==> config.mk <==
export PLATFORM = sky130hd
export DESIGN_NAME = sdram_arbiter_flat
export DESIGN_NICKNAME = d
export VERILOG_FILES = /design/src/rtl/sdram_arbiter_if.sv /design/src/rtl/sdram_arbiter.sv /design/src/flat_wrapper.sv
export SDC_FILE = /design/constraint.sdc
export NUM_CORES = 1
export LEC_CHECK = 0
export ABC_CLOCK_PERIOD_IN_PS = 2900
export CAP_MARGIN = 5
export CORE_MARGIN = 2
export CORE_UTILIZATION = 38
export CTS_CLUSTER_SIZE = 8
export DETAILED_ROUTE_END_ITERATION = 12
export GPL_TIMING_DRIVEN = 0
export HOLD_SLACK_MARGIN = 0.15
export MAX_ROUTING_LAYER = met4
export PLACE_DENSITY = 0.83
export RECOVER_POWER = 100
export SYNTH_ARGS = -nofsm -noshare
export SYNTH_HDL_FRONTEND = slang
export SYNTH_SLANG_ARGS = --single-unit
==> constraint.sdc <==
create_clock -name i_clk -period 2.9 [get_ports i_clk]
set_input_delay 0.435 -clock i_clk [delete_from_list [all_inputs] [get_ports i_clk]]
set_output_delay 0.435 -clock i_clk [all_outputs]
set_load 0.03 [all_outputs]
==> src/rtl/sdram_arbiter_if.sv <==
// Requester-side and Avalon-MM-side bus of the SDRAM arbiter.
// The master modport is the arbiter's view. It drives the SDRAM command and
// the requester completion signals. The slave modport is the view of the
// surroundings: the requesting cores plus the SDRAM controller.
interface sdram_arbiter_if #(
  parameter int NUM_REQ = 3,
  parameter int ADDR_W  = 23,
  parameter int DATA_W  = 32
);
  logic [NUM_REQ-1:0]        req_read;
  logic [NUM_REQ-1:0]        req_write;
  logic [NUM_REQ*ADDR_W-1:0] req_addr;
  logic [NUM_REQ*DATA_W-1:0] req_writedata;
  logic [DATA_W-1:0]         req_readdata;
  logic [NUM_REQ-1:0]        req_finished;
  logic [ADDR_W-1:0]         avm_address;
  logic                      avm_read;
  logic                      avm_write;
  logic [DATA_W-1:0]         avm_writedata;
  logic [DATA_W-1:0]         avm_readdata;
  logic                      avm_waitrequest;
  logic                      avm_readdatavalid;
  logic [NUM_REQ-1:0]        grant;
  logic                      timeout_err;

  modport master (
    input  req_read, req_write, req_addr, req_writedata,
    input  avm_readdata, avm_waitrequest, avm_readdatavalid,
    output req_readdata, req_finished,
    output avm_address, avm_read, avm_write, avm_writedata,
    output grant, timeout_err
  );

  modport slave (
    output req_read, req_write, req_addr, req_writedata,
    output avm_readdata, avm_waitrequest, avm_readdatavalid,
    input  req_readdata, req_finished,
    input  avm_address, avm_read, avm_write, avm_writedata,
    input  grant, timeout_err
  );
endinterface

==> src/rtl/sdram_arbiter.sv <==
// Round-robin arbiter that shares one Avalon-MM SDRAM port between several
// read/write/finished requesters. Only one transaction is in flight at a time.
// There is always one IDLE cycle between transactions, so each requester can
// drop its request after finished before the next grant decision.
module sdram_arbiter #(
  parameter int NUM_REQ = 3,
  parameter int ADDR_W  = 23,
  parameter int DATA_W  = 32,
  parameter int TIMEOUT = 1023
) (
  input  logic            i_clk,
  input  logic            i_rst,
  sdram_arbiter_if.master bus
);
  localparam int IDX_W = (NUM_REQ > 1) ? $clog2(NUM_REQ) : 1;
  localparam int TMO_W = (TIMEOUT > 1) ? $clog2(TIMEOUT + 1) : 1;

  typedef enum logic [1:0] {
    ST_IDLE,
    ST_WRITE,
    ST_READ_CMD,
    ST_READ_WAIT
  } state_t;

  state_t              r_state;
  state_t              w_state_next;
  logic [IDX_W-1:0]    r_gnt_idx;
  logic [IDX_W-1:0]    r_last_idx;
  logic [ADDR_W-1:0]   r_op_addr;
  logic [DATA_W-1:0]   r_op_data;
  logic [TMO_W-1:0]    r_tmo_cnt;
  logic                r_timeout_err;

  logic [NUM_REQ-1:0]  w_pending;
  logic [ADDR_W-1:0]   w_addr [NUM_REQ];
  logic [DATA_W-1:0]   w_data [NUM_REQ];
  logic                w_win_valid;
  logic [IDX_W-1:0]    w_win_idx;
  logic [IDX_W:0]      w_cand;
  logic [NUM_REQ-1:0]  w_gnt_onehot;
  logic                w_tmo_hit;

  assign w_pending    = bus.req_read | bus.req_write;
  assign w_gnt_onehot = NUM_REQ'(1) << r_gnt_idx;
  assign w_tmo_hit    = (r_tmo_cnt == TMO_W'(TIMEOUT));
  assign bus.timeout_err = r_timeout_err;

  // Unpack the flattened per-requester operand buses.
  generate
    for (genvar gi = 0; gi < NUM_REQ; gi++) begin : g_unpack
      assign w_addr[gi] = bus.req_addr[gi*ADDR_W +: ADDR_W];
      assign w_data[gi] = bus.req_writedata[gi*DATA_W +: DATA_W];
    end
  endgenerate

  // Round-robin search: first pending requester after the last winner, wrapping.
  always_comb begin
    w_win_valid = 1'b0;
    w_win_idx   = '0;
    w_cand      = '0;
    for (int k = 1; k <= NUM_REQ; k++) begin
      w_cand = {1'b0, r_last_idx} + (IDX_W+1)'(k);
      if (w_cand >= (IDX_W+1)'(NUM_REQ)) begin
        w_cand = w_cand - (IDX_W+1)'(NUM_REQ);
      end
      if (!w_win_valid && w_pending[w_cand[IDX_W-1:0]]) begin
        w_win_valid = 1'b1;
        w_win_idx   = w_cand[IDX_W-1:0];
      end
    end
  end

  // State register plus the operand, timeout and ownership registers.
  always_ff @(posedge i_clk or posedge i_rst) begin
    if (i_rst) begin
      r_state       <= ST_IDLE;
      r_gnt_idx     <= '0;
      r_last_idx    <= IDX_W'(NUM_REQ - 1);
      r_op_addr     <= '0;
      r_op_data     <= '0;
      r_tmo_cnt     <= '0;
      r_timeout_err <= 1'b0;
    end else begin
      r_state <= w_state_next;
      case (r_state)
        ST_IDLE: begin
          if (w_win_valid) begin
            r_gnt_idx  <= w_win_idx;
            r_last_idx <= w_win_idx;
            r_op_addr  <= w_addr[w_win_idx];
            r_op_data  <= w_data[w_win_idx];
          end
        end
        ST_READ_CMD: begin
          if (!bus.avm_waitrequest) begin
            r_tmo_cnt <= '0;
          end
        end
        ST_READ_WAIT: begin
          if (!bus.avm_readdatavalid) begin
            if (w_tmo_hit) begin
              r_timeout_err <= 1'b1;
            end else begin
              r_tmo_cnt <= r_tmo_cnt + 1'b1;
            end
          end
        end
        default: ;
      endcase
    end
  end

  // Next state plus all bus outputs. Everything is held at zero in IDLE.
  always_comb begin
    w_state_next      = r_state;
    bus.avm_read      = 1'b0;
    bus.avm_write     = 1'b0;
    bus.avm_address   = '0;
    bus.avm_writedata = '0;
    bus.req_readdata  = '0;
    bus.req_finished  = '0;
    bus.grant         = '0;
    case (r_state)
      ST_IDLE: begin
        if (w_win_valid) begin
          // When read and write are both set, the write wins.
          w_state_next = bus.req_write[w_win_idx] ? ST_WRITE : ST_READ_CMD;
        end
      end
      ST_WRITE: begin
        bus.grant         = w_gnt_onehot;
        bus.avm_write     = 1'b1;
        bus.avm_address   = r_op_addr;
        bus.avm_writedata = r_op_data;
        if (!bus.avm_waitrequest) begin
          bus.req_finished = w_gnt_onehot;
          w_state_next     = ST_IDLE;
        end
      end
      ST_READ_CMD: begin
        bus.grant       = w_gnt_onehot;
        bus.avm_read    = 1'b1;
        bus.avm_address = r_op_addr;
        if (!bus.avm_waitrequest) begin
          w_state_next = ST_READ_WAIT;
        end
      end
      ST_READ_WAIT: begin
        bus.grant        = w_gnt_onehot;
        bus.avm_address  = r_op_addr;
        bus.req_readdata = bus.avm_readdata;
        if (bus.avm_readdatavalid) begin
          bus.req_finished = w_gnt_onehot;
          w_state_next     = ST_IDLE;
        end else if (w_tmo_hit) begin
          // Abandoned read: complete it with zero data so the requester is not stuck.
          bus.req_readdata = '0;
          bus.req_finished = w_gnt_onehot;
          w_state_next     = ST_IDLE;
        end
      end
      default: w_state_next = ST_IDLE;
    endcase
  end
endmodule

==> src/flat_wrapper.sv <==
// flat-port wrapper written by rule: the top's interface ports become plain ports
module sdram_arbiter_flat 
#(
  parameter int NUM_REQ = 3,
  parameter int ADDR_W  = 23,
  parameter int DATA_W  = 32,
  parameter int TIMEOUT = 1023
)
  (i_clk, i_rst, bus_req_read, bus_req_write, bus_req_addr, bus_req_writedata, bus_avm_readdata, bus_avm_waitrequest, bus_avm_readdatavalid, bus_req_readdata, bus_req_finished, bus_avm_address, bus_avm_read, bus_avm_write, bus_avm_writedata, bus_grant, bus_timeout_err);
  sdram_arbiter_if #(.NUM_REQ(NUM_REQ), .ADDR_W(ADDR_W), .DATA_W(DATA_W)) bus_i ();
  input  logic i_clk;
  input  logic i_rst;
  input wire logic [$bits(bus_i.req_read)-1:0] bus_req_read;
  input wire logic [$bits(bus_i.req_write)-1:0] bus_req_write;
  input wire logic [$bits(bus_i.req_addr)-1:0] bus_req_addr;
  input wire logic [$bits(bus_i.req_writedata)-1:0] bus_req_writedata;
  input wire logic [$bits(bus_i.avm_readdata)-1:0] bus_avm_readdata;
  input wire logic [$bits(bus_i.avm_waitrequest)-1:0] bus_avm_waitrequest;
  input wire logic [$bits(bus_i.avm_readdatavalid)-1:0] bus_avm_readdatavalid;
  output wire logic [$bits(bus_i.req_readdata)-1:0] bus_req_readdata;
  output wire logic [$bits(bus_i.req_finished)-1:0] bus_req_finished;
  output wire logic [$bits(bus_i.avm_address)-1:0] bus_avm_address;
  output wire logic [$bits(bus_i.avm_read)-1:0] bus_avm_read;
  output wire logic [$bits(bus_i.avm_write)-1:0] bus_avm_write;
  output wire logic [$bits(bus_i.avm_writedata)-1:0] bus_avm_writedata;
  output wire logic [$bits(bus_i.grant)-1:0] bus_grant;
  output wire logic [$bits(bus_i.timeout_err)-1:0] bus_timeout_err;
  assign bus_i.req_read = bus_req_read;
  assign bus_i.req_write = bus_req_write;
  assign bus_i.req_addr = bus_req_addr;
  assign bus_i.req_writedata = bus_req_writedata;
  assign bus_i.avm_readdata = bus_avm_readdata;
  assign bus_i.avm_waitrequest = bus_avm_waitrequest;
  assign bus_i.avm_readdatavalid = bus_avm_readdatavalid;
  assign bus_req_readdata = bus_i.req_readdata;
  assign bus_req_finished = bus_i.req_finished;
  assign bus_avm_address = bus_i.avm_address;
  assign bus_avm_read = bus_i.avm_read;
  assign bus_avm_write = bus_i.avm_write;
  assign bus_avm_writedata = bus_i.avm_writedata;
  assign bus_grant = bus_i.grant;
  assign bus_timeout_err = bus_i.timeout_err;
  sdram_arbiter #(.NUM_REQ(NUM_REQ), .ADDR_W(ADDR_W), .DATA_W(DATA_W), .TIMEOUT(TIMEOUT)) u_core (.i_clk(i_clk), .i_rst(i_rst), .bus(bus_i));
endmodule
# --- Word-level counts from Yosys, hierarchy flattened ---
# Cells that the tools add are included.
totals:
  register_bits: 72
  input_bits: 207
  output_inout_bits: 96
  elab_cells: 93
classes:
  add_sub_neg: 7
  order_cmp: 8
  n_eq_ne: 10
  n_shift: 1
  n_mux: 46
  bitwise_logic: 3
  n_reduce_logical: 11
op_table:
  columns: ["cell", "count"]
  rows:
  - ["$mux 32", 6]
  - ["$mux 23", 3]
  - ["$bmux 32 s2", 1]
  - ["$bmux 23 s2", 1]
  - ["$mux 10", 3]
  - ["$mux 2", 12]
  - ["$pmux 10 s2", 1]
  - ["$lt 2x3->1 const B", 4]
  - ["$mux 3", 4]
  - ["$add 10x1->10 const B", 1]
  - ["$eq 10x10->1 const B", 1]
  - ["$ge 3x2->1 const B", 3]
  - ["$mux 1", 9]
  - ["$bmux 1 s2", 4]
  - ["$ne 2x2->1 const B", 4]
  - ["$pmux 2 s4", 1]
  - ["$reduce_and 4->1", 2]
  - ["$add 2x2->3 const B", 2]
  - ["$pmux 3 s2", 1]
  - ["$sub 2x2->2 const B", 3]
  - ["$eq 2x2->1 const B", 2]
  - ["$add 2x1->3 const B", 1]
  - ["$ge 3x3->1 const B", 1]
  - ["$ne 3x2->1 const B", 1]
  - ["13 further kinds", 15]

# --- Longest topological paths before layout ---
depth:
  depth_word: 17
  ltp_mapped: 12
  depth_no_buf: 8

# --- Least setup slack after synthesis ---
# Ideal clock, no wire load.
synth_path:
  path_kind: "register -> register"
  startpoint: "register u_core.r_last_idx[0]"
  endpoint: "register u_core.r_op_addr[12]"
  setup_time_ps: 131
  arrival_time_ps: 2507
  required_time_ps: 2769
  setup_slack_ps: 263
  path_stages_with_launch: 12
  path_buffers: 4
  cell_sequence: "dfrtp_1 -> buf_2 -> inv_1 -> ha_1 -> buf_6 -> o32a_1 -> a31o_1 -> o21ai_2 -> buf_6 -> buf_6 -> mux2i_1 -> o211ai_2"
synth_between:
  elab_chain_len: 16
synth_lines:
  columns: ["element", "line", "rtl"]
  rows:
  - ["start: declaration", "sdram_arbiter.sv:28", "logic [IDX_W-1:0] r_last_idx;"]
  - ["start signal: assignment", "sdram_arbiter.sv:78", "r_last_idx <= IDX_W'(NUM_REQ - 1);"]
  - ["start signal: assignment", "sdram_arbiter.sv:89", "r_last_idx <= w_win_idx;"]
  - ["$add 2x1->3", "sdram_arbiter.sv:62", "w_cand = {1'b0, r_last_idx} + (IDX_W+1)'(k);"]
  - ["$ge 3x2->1 or $sub 2x2->2 (tied branches)", "sdram_arbiter.sv:63, sdram_arbiter.sv:64", null]
  - ["$mux 2", "sdram_arbiter.sv:63", "if (w_cand >= (IDX_W+1)'(NUM_REQ)) begin"]
  - ["$bmux 1 s2", "sdram_arbiter.sv:66", "if (!w_win_valid && w_pending[w_cand[IDX_W-1:0]]) begin"]
  - ["$mux 1 (implied by the code)", "sdram_arbiter.sv:66", null]
  - ["$mux 1", "sdram_arbiter.sv:66", null]
  - ["$logic_not 1->1", "sdram_arbiter.sv:66", null]
  - ["$logic_and 1x1->1", "sdram_arbiter.sv:66", null]
  - ["$mux 1", "sdram_arbiter.sv:66", null]
  - ["$logic_not 1->1", "sdram_arbiter.sv:66", null]
  - ["$logic_and 1x1->1", "sdram_arbiter.sv:66", null]
  - ["$mux 2", "sdram_arbiter.sv:66", null]
  - ["$not 2->3 (implied by the code)", "sdram_arbiter.sv:90", "r_op_addr <= w_addr[w_win_idx];"]
  - ["$bmux 23 s2", "sdram_arbiter.sv:90", null]
  - ["$mux 23 (implied by the code) (2 in series)", "sdram_arbiter.sv:90", null]
  - ["end signal: assignment", "sdram_arbiter.sv:90", null]
  - ["end: declaration", "sdram_arbiter.sv:29", "logic [ADDR_W-1:0] r_op_addr;"]
# Parallel ways exist; a longest one is shown, timed or not. The select of a mux whose other input is x is not followed.
# A chain may end at the register's enable or synchronous reset.

# --- Worst setup path in the final report ---
layout_path:
  startpoint: "register u_core.r_tmo_cnt[0]"
  endpoint: "output port bus_req_readdata[0]"
layout_between:
  elab_chain_len: 4
layout_lines:
  columns: ["element", "line", "rtl"]
  rows:
  - ["start: declaration", "sdram_arbiter.sv:31", "logic [TMO_W-1:0] r_tmo_cnt;"]
  - ["start signal: assignment", "sdram_arbiter.sv:104", "r_tmo_cnt <= r_tmo_cnt + 1'b1;"]
  - ["$eq 10x10->1", "sdram_arbiter.sv:45", "assign w_tmo_hit = (r_tmo_cnt == TMO_W'(TIMEOUT));"]
  - ["$mux 32", "sdram_arbiter.sv:155", "end else if (w_tmo_hit) begin"]
  - ["$mux 32", "sdram_arbiter.sv:152", "if (bus.avm_readdatavalid) begin"]
  - ["$mux 32", "sdram_arbiter.sv:123", "case (r_state)"]
  - ["end: declaration", "flat_wrapper.sv:20", "output wire logic [$bits(bus_i.req_readdata)-1:0] bus_req_readdata;"]
# No other way between the ends.

==> impl_results.md <==
* Summed instance area of the synthesized netlist at 0.004826 sq mm
* Die extent in y at between 100 and 150 um
* Leakage at 3.728 nW
* Residual DRC count at 0
* Ports at 303
* Critical path required time at about 2.5 ns
* Max Transition Viols Final at 72
* Final period util at 96.14%
* R2R setup slack at ~0.15 ns
* Average detailed-routed wire length per instance at 17.82 um
* Place WS at -0.2457 ns
* Via/cell ratio at 5.146
* Global-route usage over all layers at 27.71%
* Count of yosys warnings during synthesis at 0
* Post-synth ARST share at 100.0%
* Final number of hold-violating endpoints at 0
* Antenna violations before repair at 0
* Clock-pin slew on the worst setup and hold paths at 0.06 ns
* Final layout net count at approximately 1,100
* Violations in the final reports: max-capacitance violations, max-slew violations
* H-Tree Level Count at 3
* Pin count of the biggest net entering global routing at 72
* Crit path capture type: output port
* Critical setup path kind: reg2out
* Timing-limited maximum frequency at 358.7 MHz
* Chip width at 116.7 um
* Via count at 5,367
* Most frequently used flop master after synthesis: dfrtp_1
* Synth-to-layout area growth at 77.31%
* Biggest fanout along the worst timing path at 5
* Slew HR at -18.68%
* Cell type with the highest aggregate area in the netlist: dfrtp_1
* Synthesized area divided by synthesized cell count at 8.806 sq um
* Cells after synthesis at 548
* Half-perimeter wire length after placement at 14,620 um
* Ranking of synthesized cells by area: dfrtp_1 (36%), mux2i_1 (12%), and2_1 (8.3%)
* DR iter-0 viols at 301
* Worst hold path type: reg2reg
* Number of global-route vias before repair at 5,401
* Row cnt at 41
* GRT overflow at 0
* Run status: finished with violations
* Syn_nets at 760
* CTS tree: built
* TritonCTS Sinks at 71
* Largest buffer count on any clock path at 2
* Maximum vdd drop at 689.0 uV
* Worst path setup slack after routing at 0.1120 ns
* Post-layout utilization of the core at 68.36%
* Global-route wire length before repair at 27,970 um
* Fraction of layout cells with a size suffix above 1 at 11.02%
* Router iterations before antenna repair at 4
* Antenna cells at 0
* Total die area at 0.01362 sq mm
* Hold-fix buffers at CTS at 0
* Top-area cell type share of the netlist area at 36.30%
* Commonest non-fill, non-tap cells in the layout: clkdlybuf4s50_1 (260), dfrtp_1 (69), nand2_1 (68)
* Count of buffers inserted at the top-level ports at 302
* Count of distinct cell types in the synthesized netlist at 52
* Library cell used as clock root buffer: clkbuf_16
* Post-layout min period at about 2.8 ns
* Starting Density at 38.55%
* Arrival time at the worst endpoint at 2.35 ns
* Detailed Route WL at about 19,000 um
* Number of flops mapped to enable cells by yosys at 0
* Register area share after synthesis at 36.84%
* Crit path launch type: flip-flop
* Count of fill cells added during filler insertion at ~1,000
* Number of max-cap violations at 1
* RD Place Congestion at a little under 0.9
* Final setup skew at 0.008396 ns
* Number of CTS-inserted buffers at 9
* Power Density at 1228 mW/mm^2
* Setup-failing EPs final at 0
* Final Total Pwr at ~11 mW
* Clock latency on the worst-skew pair at 0.33 ns
* Count of antenna-violating nets left after detailed routing at 0
* Most frequent standard cell in the layout excluding fill and tap cells: clkdlybuf4s50_1
* Core Box Area at 0.01252 sq mm
* Synthesis-stage register bit count at slightly above 70
* Transition at the pin with the smallest max-transition slack at 1.780 ns
## cells in the mapped netlist (3+ instances only)
cell type / n
a21oi_1: 7
nand2_1: 68
o21a_1: 3
and2_1: 64
clkbuf_1: 28
ha_1: 5
buf_2: 9
buf_6: 5
o21ai_0: 5
nand3_1: 61
o211ai_1: 41
o21ai_1: 6
inv_1: 6
mux2i_1: 56
dfrtp_1: 70
nor2_1: 16
xnor2_1: 6
o211ai_2: 14
nor2b_1: 26
nor3_1: 9
or3_1: 3
## per-stage QoR
stage	area (sq um)	std cells	setup TNS, ns	hold slack, ns
6_report	8557	1043	0	0.4746
5_1_grt	8557	1043	-0.002366	0.4971
4_1_cts	8471	1041	0	0.4820
3_5_place_dp	8094	1023	-8.925	0.4644
3_3_place_gp	8064	1022	-47.86	0.4617
2_1_floorplan	4826	548	0	0.4489
## routing by layer
metal  GRT usage (%)  up-vias  part of all wire, %
met1           35.55     2556                   42
li1                -     2570                    -
met3           5.034       33                  5.4
met4           9.098        0                  2.3
met2           44.39      208                   50
met5               -        -                    0
## registers in the layout (all words and copies together) (netlist names)
register	flops
u_core.bus.timeout_err	1
u_core.r_gnt_idx	1
u_core.r_last_idx	2
u_core.r_op_addr	23
u_core.r_op_data	32
u_core.r_state	2
u_core.r_tmo_cnt	10
## area by class of cell
type,count,area (sq um),area share [%]
buffer,43,267.8,3.129
clock buffer,10,239.0,2.793
multi-input combinational,426,2888,33.75
clock inverter,6,107.6,1.257
timing repair buffer,309,3037,35.49
inverter,6,23.77,0.2778
sequential,71,1779,20.79
tap,172,215.2,2.515
## worst paths after layout
kind	from	end	cells after the start
min in group asynchronous	i_rst	u_core.r_tmo_cnt[6]	3
max in group asynchronous	i_rst	u_core.r_state[1]	3
max	u_core.r_tmo_cnt[0]	bus_req_readdata[0]	6
min	u_core.bus.timeout_err	u_core.bus.timeout_err	1
max reg2reg	u_core.r_last_idx[1]	u_core.r_op_addr[17]	10
min reg2reg	u_core.bus.timeout_err	u_core.bus.timeout_err	1
## what timing repair did
item / 4_1_cts / 5_1_grt
buffers inserted: 4 / 2
pin swaps: 1 / 1
endpoints found under the setup margin: 130 / 121
gates cloned: 0 / 0
gates resized for setup: 53 / 49
## cell families after synthesis
kind of cell,share of synthesized area [%]
fa+ha+maj,1.296
compound gates,15.89
simple gates,28.13
buf+inv,5.133
xor+xnor,1.089
mux,11.62
flops,36.84
## where the power goes
| group | leakage (nW) | switching, mW | internal, mW |
|---|---|---|---|
| clock | 0.168 | 0.430 | 0.861 |
| combinational | 2.66 | 4.30 | 3.24 |
| sequential | 0.895 | 0.227 | 1.44 |
## critical path, stage by stage, from the launching register on
cell,delay (ns)
dfrtp_1,0.41
ha_1,0.25
and3_1,0.18
nor3b_1,0.16
nor2_2,0.20
and2_1,0.15
clkdlybuf4s50_1,0.68
(Power assumes the default switching activity.)
